$ cat config.mk
export PLATFORM = sky130hd
export DESIGN_NAME = add_pipe
export DESIGN_NICKNAME = d
export VERILOG_FILES = /design/src/rtl/add_pipe.sv
export SDC_FILE = /design/constraint.sdc
export NUM_CORES = 1
export LEC_CHECK = 0
export BUFFER_PORTS_ARGS = -buffer_cell sky130_fd_sc_hd__buf_4
export CORE_ASPECT_RATIO = 1.4
export CORE_MARGIN = 10
export CORE_UTILIZATION = 38
export CTS_CLUSTER_DIAMETER = 100
export CTS_CLUSTER_SIZE = 12
export DETAILED_ROUTE_END_ITERATION = 8
export HOLD_SLACK_MARGIN = 0.08
export PLACE_DENSITY = 0.61
export RECOVER_POWER = 50
export SKIP_CTS_REPAIR_TIMING = 1
export SLEW_MARGIN = 0
export SYNTH_ARGS = -nofsm -noshare
export SYNTH_HDL_FRONTEND = slang
export SYNTH_SLANG_ARGS = --single-unit
$ cat constraint.sdc
create_clock -name clk -period 8.9 [get_ports clk]
set_input_delay 0.445 -clock clk [delete_from_list [all_inputs] [get_ports clk]]
set_output_delay 0.445 -clock clk [all_outputs]
set_load 0.05 [all_outputs]
$ cat src/rtl/add_pipe.sv
`default_nettype none
// ============================================================================
//  Module      : add_pipe
//  Description : Chunked, carry-pipelined adder/subtractor with optional
//                signed saturation and valid/ready flow control.
//                The DW-bit addition is split into STAGES chunks of
//                DW/STAGES bits. Stage k adds chunk k using the carry that
//                stage k-1 registered on the previous edge. Operands are
//                skewed forward so each chunk arrives with its carry. Result
//                chunks are de-skewed so the whole sum leaves together.
//                STAGES must be >= 1 and DW must be a multiple of STAGES.
//  Ports       : clk, reset            - clock, synchronous active-high reset
//                in_valid / in_ready   - operand handshake
//                a, b, opt_sub, cin    - operands, subtract select, carry/borrow in
//                opt_sat               - clamp signed overflow
//                out_valid / out_ready - result handshake
//                sum, cout             - result, raw MSB carry-out
//                zero, neg             - flags of the driven (post-clamp) sum
//                overflow, sat         - raw signed overflow, clamp applied
//  Revision    : 1.0 - initial release
// ============================================================================
module add_pipe #(
    parameter int DW     = 32,
    parameter int STAGES = 4
) (
    input  logic          clk,
    input  logic          reset,
    input  logic          in_valid,
    output logic          in_ready,
    input  logic [DW-1:0] a,
    input  logic [DW-1:0] b,
    input  logic          opt_sub,
    input  logic          cin,
    input  logic          opt_sat,
    output logic          out_valid,
    input  logic          out_ready,
    output logic [DW-1:0] sum,
    output logic          cout,
    output logic          zero,
    output logic          neg,
    output logic          overflow,
    output logic          sat
);

    localparam int            c_cw      = DW / STAGES;
    localparam logic [DW-1:0] c_sat_max = {1'b0, {(DW-1){1'b1}}};
    localparam logic [DW-1:0] c_sat_min = {1'b1, {(DW-1){1'b0}}};

    // Subtraction is a + ~b + !cin, so a borrow-in becomes a missing carry.
    logic [DW-1:0] w_be;
    logic          w_c0;
    logic          w_adv;

    assign w_be = b ^ {DW{opt_sub}};
    assign w_c0 = cin ^ opt_sub;

    // Output register state.
    logic          r_out_valid;
    logic [DW-1:0] r_sum;
    logic          r_cout;
    logic          r_zero;
    logic          r_neg;
    logic          r_ovf;
    logic          r_sat;

    // Every stage moves in lock-step, so a stall at the output freezes all.
    assign w_adv    = !r_out_valid || out_ready;
    assign in_ready = w_adv;

    // Inputs of the final stage: its operand chunk, incoming carry, the
    // lower result bits already in final position, and transaction tags.
    logic [c_cw-1:0] w_fin_a;
    logic [c_cw-1:0] w_fin_be;
    logic            w_fin_c;
    logic            w_fin_v;
    logic            w_fin_s;
    logic [DW-1:0]   w_fin_low;

    if (STAGES == 1) begin : g_single
        assign w_fin_a   = a[c_cw-1:0];
        assign w_fin_be  = w_be[c_cw-1:0];
        assign w_fin_c   = w_c0;
        assign w_fin_v   = in_valid;
        assign w_fin_s   = opt_sat;
        assign w_fin_low = '0;
    end else begin : g_multi
        localparam int c_nr = STAGES - 1;

        // Rank j registers. r_a/r_be hold the not-yet-added operand bits
        // shifted down so the next chunk always sits at bits [c_cw-1:0];
        // this also carries a[DW-1] and be[DW-1] to the final stage.
        // r_res holds the finished low chunks in their final bit positions.
        logic          r_v   [c_nr];
        logic          r_c   [c_nr];
        logic          r_s   [c_nr];
        logic [DW-1:0] r_a   [c_nr];
        logic [DW-1:0] r_be  [c_nr];
        logic [DW-1:0] r_res [c_nr];

        logic          w_src_v   [c_nr];
        logic          w_src_c   [c_nr];
        logic          w_src_s   [c_nr];
        logic [DW-1:0] w_src_a   [c_nr];
        logic [DW-1:0] w_src_be  [c_nr];
        logic [DW-1:0] w_src_res [c_nr];
        logic [c_cw:0] w_add     [c_nr];

        always_comb begin
            w_src_v[0]   = in_valid;
            w_src_c[0]   = w_c0;
            w_src_s[0]   = opt_sat;
            w_src_a[0]   = a;
            w_src_be[0]  = w_be;
            w_src_res[0] = '0;
            for (int j = 1; j < c_nr; j++) begin
                w_src_v[j]   = r_v[j-1];
                w_src_c[j]   = r_c[j-1];
                w_src_s[j]   = r_s[j-1];
                w_src_a[j]   = r_a[j-1];
                w_src_be[j]  = r_be[j-1];
                w_src_res[j] = r_res[j-1];
            end
            for (int j = 0; j < c_nr; j++) begin
                w_add[j] = {1'b0, w_src_a[j][c_cw-1:0]}
                         + {1'b0, w_src_be[j][c_cw-1:0]}
                         + {{c_cw{1'b0}}, w_src_c[j]};
            end
        end

        always_ff @(posedge clk) begin
            if (reset) begin
                for (int j = 0; j < c_nr; j++) begin
                    r_v[j] <= 1'b0;
                end
            end else if (w_adv) begin
                for (int j = 0; j < c_nr; j++) begin
                    r_v[j]   <= w_src_v[j];
                    r_c[j]   <= w_add[j][c_cw];
                    r_s[j]   <= w_src_s[j];
                    r_a[j]   <= w_src_a[j] >> c_cw;
                    r_be[j]  <= w_src_be[j] >> c_cw;
                    r_res[j] <= w_src_res[j]
                              | (DW'(w_add[j][c_cw-1:0]) << (j * c_cw));
                end
            end
        end

        assign w_fin_a   = r_a[c_nr-1][c_cw-1:0];
        assign w_fin_be  = r_be[c_nr-1][c_cw-1:0];
        assign w_fin_c   = r_c[c_nr-1];
        assign w_fin_v   = r_v[c_nr-1];
        assign w_fin_s   = r_s[c_nr-1];
        assign w_fin_low = r_res[c_nr-1];
    end

    // Final stage: top chunk, overflow detection and clamping.
    logic [c_cw:0] w_fin_add;
    logic [DW-1:0] w_raw;
    logic          w_ovf;
    logic          w_sat;
    logic [DW-1:0] w_sum;

    assign w_fin_add = {1'b0, w_fin_a} + {1'b0, w_fin_be} + {{c_cw{1'b0}}, w_fin_c};
    assign w_raw     = w_fin_low | (DW'(w_fin_add[c_cw-1:0]) << (DW - c_cw));
    // Top bits of the final operand chunks are a[DW-1] and be[DW-1].
    assign w_ovf     = (w_fin_a[c_cw-1] == w_fin_be[c_cw-1])
                    && (w_raw[DW-1] != w_fin_a[c_cw-1]);
    assign w_sat     = w_fin_s && w_ovf;
    assign w_sum     = w_sat ? (w_fin_a[c_cw-1] ? c_sat_min : c_sat_max) : w_raw;

    always_ff @(posedge clk) begin
        if (reset) begin
            r_out_valid <= 1'b0;
            r_sum       <= '0;
            r_cout      <= 1'b0;
            r_zero      <= 1'b0;
            r_neg       <= 1'b0;
            r_ovf       <= 1'b0;
            r_sat       <= 1'b0;
        end else if (w_adv) begin
            r_out_valid <= w_fin_v;
            r_sum       <= w_sum;
            r_cout      <= w_fin_add[c_cw];
            r_zero      <= (w_sum == '0);
            r_neg       <= w_sum[DW-1];
            r_ovf       <= w_ovf;
            r_sat       <= w_sat;
        end
    end

    assign out_valid = r_out_valid;
    assign sum       = r_sum;
    assign cout      = r_cout;
    assign zero      = r_zero;
    assign neg       = r_neg;
    assign overflow  = r_ovf;
    assign sat       = r_sat;

endmodule
`default_nettype wire

==> results.cfg <==
[timing]
timing_max_transition_violations_final = 130
rsz0062_at_grt = no
tightest_slew_ns = 4.695
post-route-min-period_ns = 5.568
clock_skews_ns = 0.008315
timing.setup.tns_ns = 0
setup_viol = 0
max_slew_margin_pct = -213.0
fmax_achieved_ghz = 0.1796
finalHoldViolCount = 0
period_share_pct = 62.56

[floorplan]
boundaryPins = 110
die_area_um2 = 26840
dieWidth_um = 141.3
design.core.area_um2 = 20400
std_cell_rows = 62
floorplan.initialDensity_pct = 38.39
die_h_um = 189.9

[pwr]
power.switching_uw = 571.3
power.sequential.fraction_pct = 51.4
share_comb_of_total_power_pct = 14.8
pwr-share-clk_pct = 33.8
power.ir.vdd_worst_v = 0.0001331
cellLeakagePower_uw = 0.003597
internal-power_uw = 1578
p_per_area_nw_per_um2 = 231.0
power.share.switching_pct = 26.59

[job]
max_cap_viol_count = 2

[worst_setup_path]
register_to_register_setup_slack_ns = 3.33
critical_path_class = reg -> reg
critPathMaxFanout = 95
crit_path_cell_trace = nor2b_4 -> nor2_1 -> clkbuf_1 -> buf_4
worstSetupStartpointType = flip-flop
timing.critical_path.required_ns = 8.96
critPathArrivalTime_ns = 5.63
cpMaxStageDelayCell = sky130_fd_sc_hd__clkbuf_1
rr_worst_depth = 4
end_kind = flip-flop
critical-path-max-stage-delay_ns = 3.31

[cts]
clock-sinks = 190
cts.path.max_buffers = 2
clock_tree_from_tritoncts = done
clkTransAtPathRegs_ns = 0.07
cts.root.buffer_cell = sky130_fd_sc_hd__clkbuf_16
htreeDepth = 4
clock_insertion_delay_worst_skew_ns = 0.42
cts-buffers-inserted = 17

[grt]
grtUsageTotal_pct = 10.71
maximum_number_of_pins_on_one_net_before_global_route_repair = 96
grt_antenna_before_repair = 0
global_route.overflow_total = 0
via_count_of_the_first_global_routing_pass = 4596
wire_length_of_the_first_global_routing_pass_mm = 22.92

[yosys]
syn-mean-instance-area_um2 = 14.48
most_repeated_cell_in_the_gate_level_netlist_after_synthesis = sky130_fd_sc_hd__edfxtp_1
yosysUniqueCellTypes = 50
ys_ff_latch = 190
syn-instance-count = 541
synth-edff-count = 153
seq_area_frac_synth_pct = 68.12
post_synthesis_net_count = 648
synth.cells.most_frequent = 153 x sky130_fd_sc_hd__edfxtp_1, 49 x sky130_fd_sc_hd__nor2_1, 42 x sky130_fd_sc_hd__xor2_1, 37 x sky130_fd_sc_hd__dfxtp_1, 35 x sky130_fd_sc_hd__nor3_1
synthDominantCellAreaShare_pct = 58.66
synthesis.area_um2 = 7833
synth-main-ff-cell = sky130_fd_sc_hd__edfxtp_1
async_flop_share_pct = 0
most_area_consuming_cells_after_synthesis = sky130_fd_sc_hd__edfxtp_1 59%, sky130_fd_sc_hd__dfxtp_1 9.5%, sky130_fd_sc_hd__xor2_1 4.7%
synth_top_area_cell = sky130_fd_sc_hd__edfxtp_1
synth-warning-count = 0

[route]
drt-total-wl_mm = 14.31
detailedRoute.firstIterationViolations = 283
dr.pass1.iters = 4
vias_per_cell = 4.800
vias = 4406
antenna_violating_nets_post_route = 0
number_of_drc_violations_after_detailed_routing = 0
routed_wire_length_per_instance_um = 15.58

[min_path]
hold-path-cell-count = 1
holdCritPathClass = in -> reg

[final_layout]
final_net_count = 756
design_area_um2 = 9305
insertedDiodeCount = 0
syn2layout_area_growth_pct = 18.80
drive_above_1_share_pct = 18.13

[run_status]
run_status = complete, but fails checks
violations_in_the_final_reports = capacitance limit, slew limit

[placement]
routabilityCongestion = 0.7936
dp_hpwl_mm = 10.64
dpl_cell_area_um2 = 8889
numPortBuffers = 109
per-stage QoR:
stage | hold slack (ns) | power (uW) | utilization [%] | instances | setup WS [ns]
final | 0.2134 | 2149 | 45.61 | 918 | 3.332
after global routing | 0.1908 | 2250 | 45.61 | 918 | 2.634
after CTS | 0.1725 | 2196 | 46.38 | 918 | 5.059
after detailed placement | 0.4045 | 1464 | 43.57 | 886 | 5.364
after global placement | 0.4035 | 1455 | 43.57 | 886 | 5.487
after floorplan | 0.4003 | 1355 | - | 541 | 1.005
critical path, delay by kind of cell (launching register included):
| kind | cells | cell delay [ns] |
|---|---|---|
| buffers and inverters | 2 | 4.27 |
| flip-flops | 1 | 0.32 |
| AND/OR/NAND/NOR | 2 | 0.52 |
area by class of cell:
type	count	area, um^2
fillers	1859	11100
flip-flops and latches	190	5335
well taps	256	320.3
clock inverters	15	148.9
repair buffers	111	683.2
multi-input cells	305	2302
clock buffers	17	425.4
inverters	24	90.09
sequential cells by signal, indices dropped and copies added, names as in the netlist, 3 cells and up:
name and flops:
g_multi.r_a 48, g_multi.r_be 48, g_multi.r_res 48, sum 32, g_multi.r_c 3, g_multi.r_s 3, g_multi.r_v 3
path summary, 6_finish.rpt:
path / startpoint / to
hold / removal: a[24] / g_multi.r_a[0][16]
hold reg to reg: g_multi.r_res[0][46] / g_multi.r_res[0][78]
setup reg to reg: out_valid / g_multi.r_a[0][38]
setup / recovery: out_valid / g_multi.r_a[0][38]
placed cells by master (no fill, tap or decap), types with 3 or more instances in the layout:
cell type,n
sky130_fd_sc_hd__fa_1,8
sky130_fd_sc_hd__inv_8,3
sky130_fd_sc_hd__xor2_1,42
sky130_fd_sc_hd__or3_1,3
sky130_fd_sc_hd__a21o_1,12
sky130_fd_sc_hd__nor4_1,3
sky130_fd_sc_hd__edfxtp_1,153
sky130_fd_sc_hd__inv_6,7
sky130_fd_sc_hd__inv_1,23
sky130_fd_sc_hd__nor3_1,35
sky130_fd_sc_hd__clkbuf_4,25
sky130_fd_sc_hd__a211oi_2,12
sky130_fd_sc_hd__nor2b_1,5
sky130_fd_sc_hd__a21oi_1,17
sky130_fd_sc_hd__nand2_1,7
sky130_fd_sc_hd__nand2b_1,7
sky130_fd_sc_hd__a211oi_1,20
sky130_fd_sc_hd__ha_1,28
sky130_fd_sc_hd__buf_4,46
sky130_fd_sc_hd__xnor2_1,12
sky130_fd_sc_hd__clkbuf_16,17
sky130_fd_sc_hd__o21ai_0,13
sky130_fd_sc_hd__clkbuf_1,40
sky130_fd_sc_hd__dfxtp_1,37
sky130_fd_sc_hd__nor2_1,49
per-layer routing:
metal / up-vias / global-route usage [%] / routed length (um)
met2: 126 / 18.08 / 7263
li1: 2193 / - / -
met3: 19 / 3.518 / 922
met4: 0 / 5.135 / 377
met1: 2068 / 11.91 / 5743
met5: - / 0 / 0
logic make-up after synthesis:
kind of cell | count (synthesis) | share of synthesized area, %
compound gates | 88 | 8.467
mux | 1 | 0.1278
buf+inv | 46 | 2.588
xor+xnor | 55 | 6.390
simple gates | 125 | 7.796
flops | 190 | 68.12
fa+ha+maj | 36 | 6.518
power by group through the flow:
stage          Combinational, uW  Clock, uW  Sequential (uW)
6_report                     317        727             1110
3_5_place_dp                 341          0             1120
5_1_grt                      351        784             1110
2_1_floorplan                171          0             1180
4_1_cts                      342        750             1100
3_3_place_gp                 333          0             1120
Note: power is estimated with default switching activity, not from simulation.
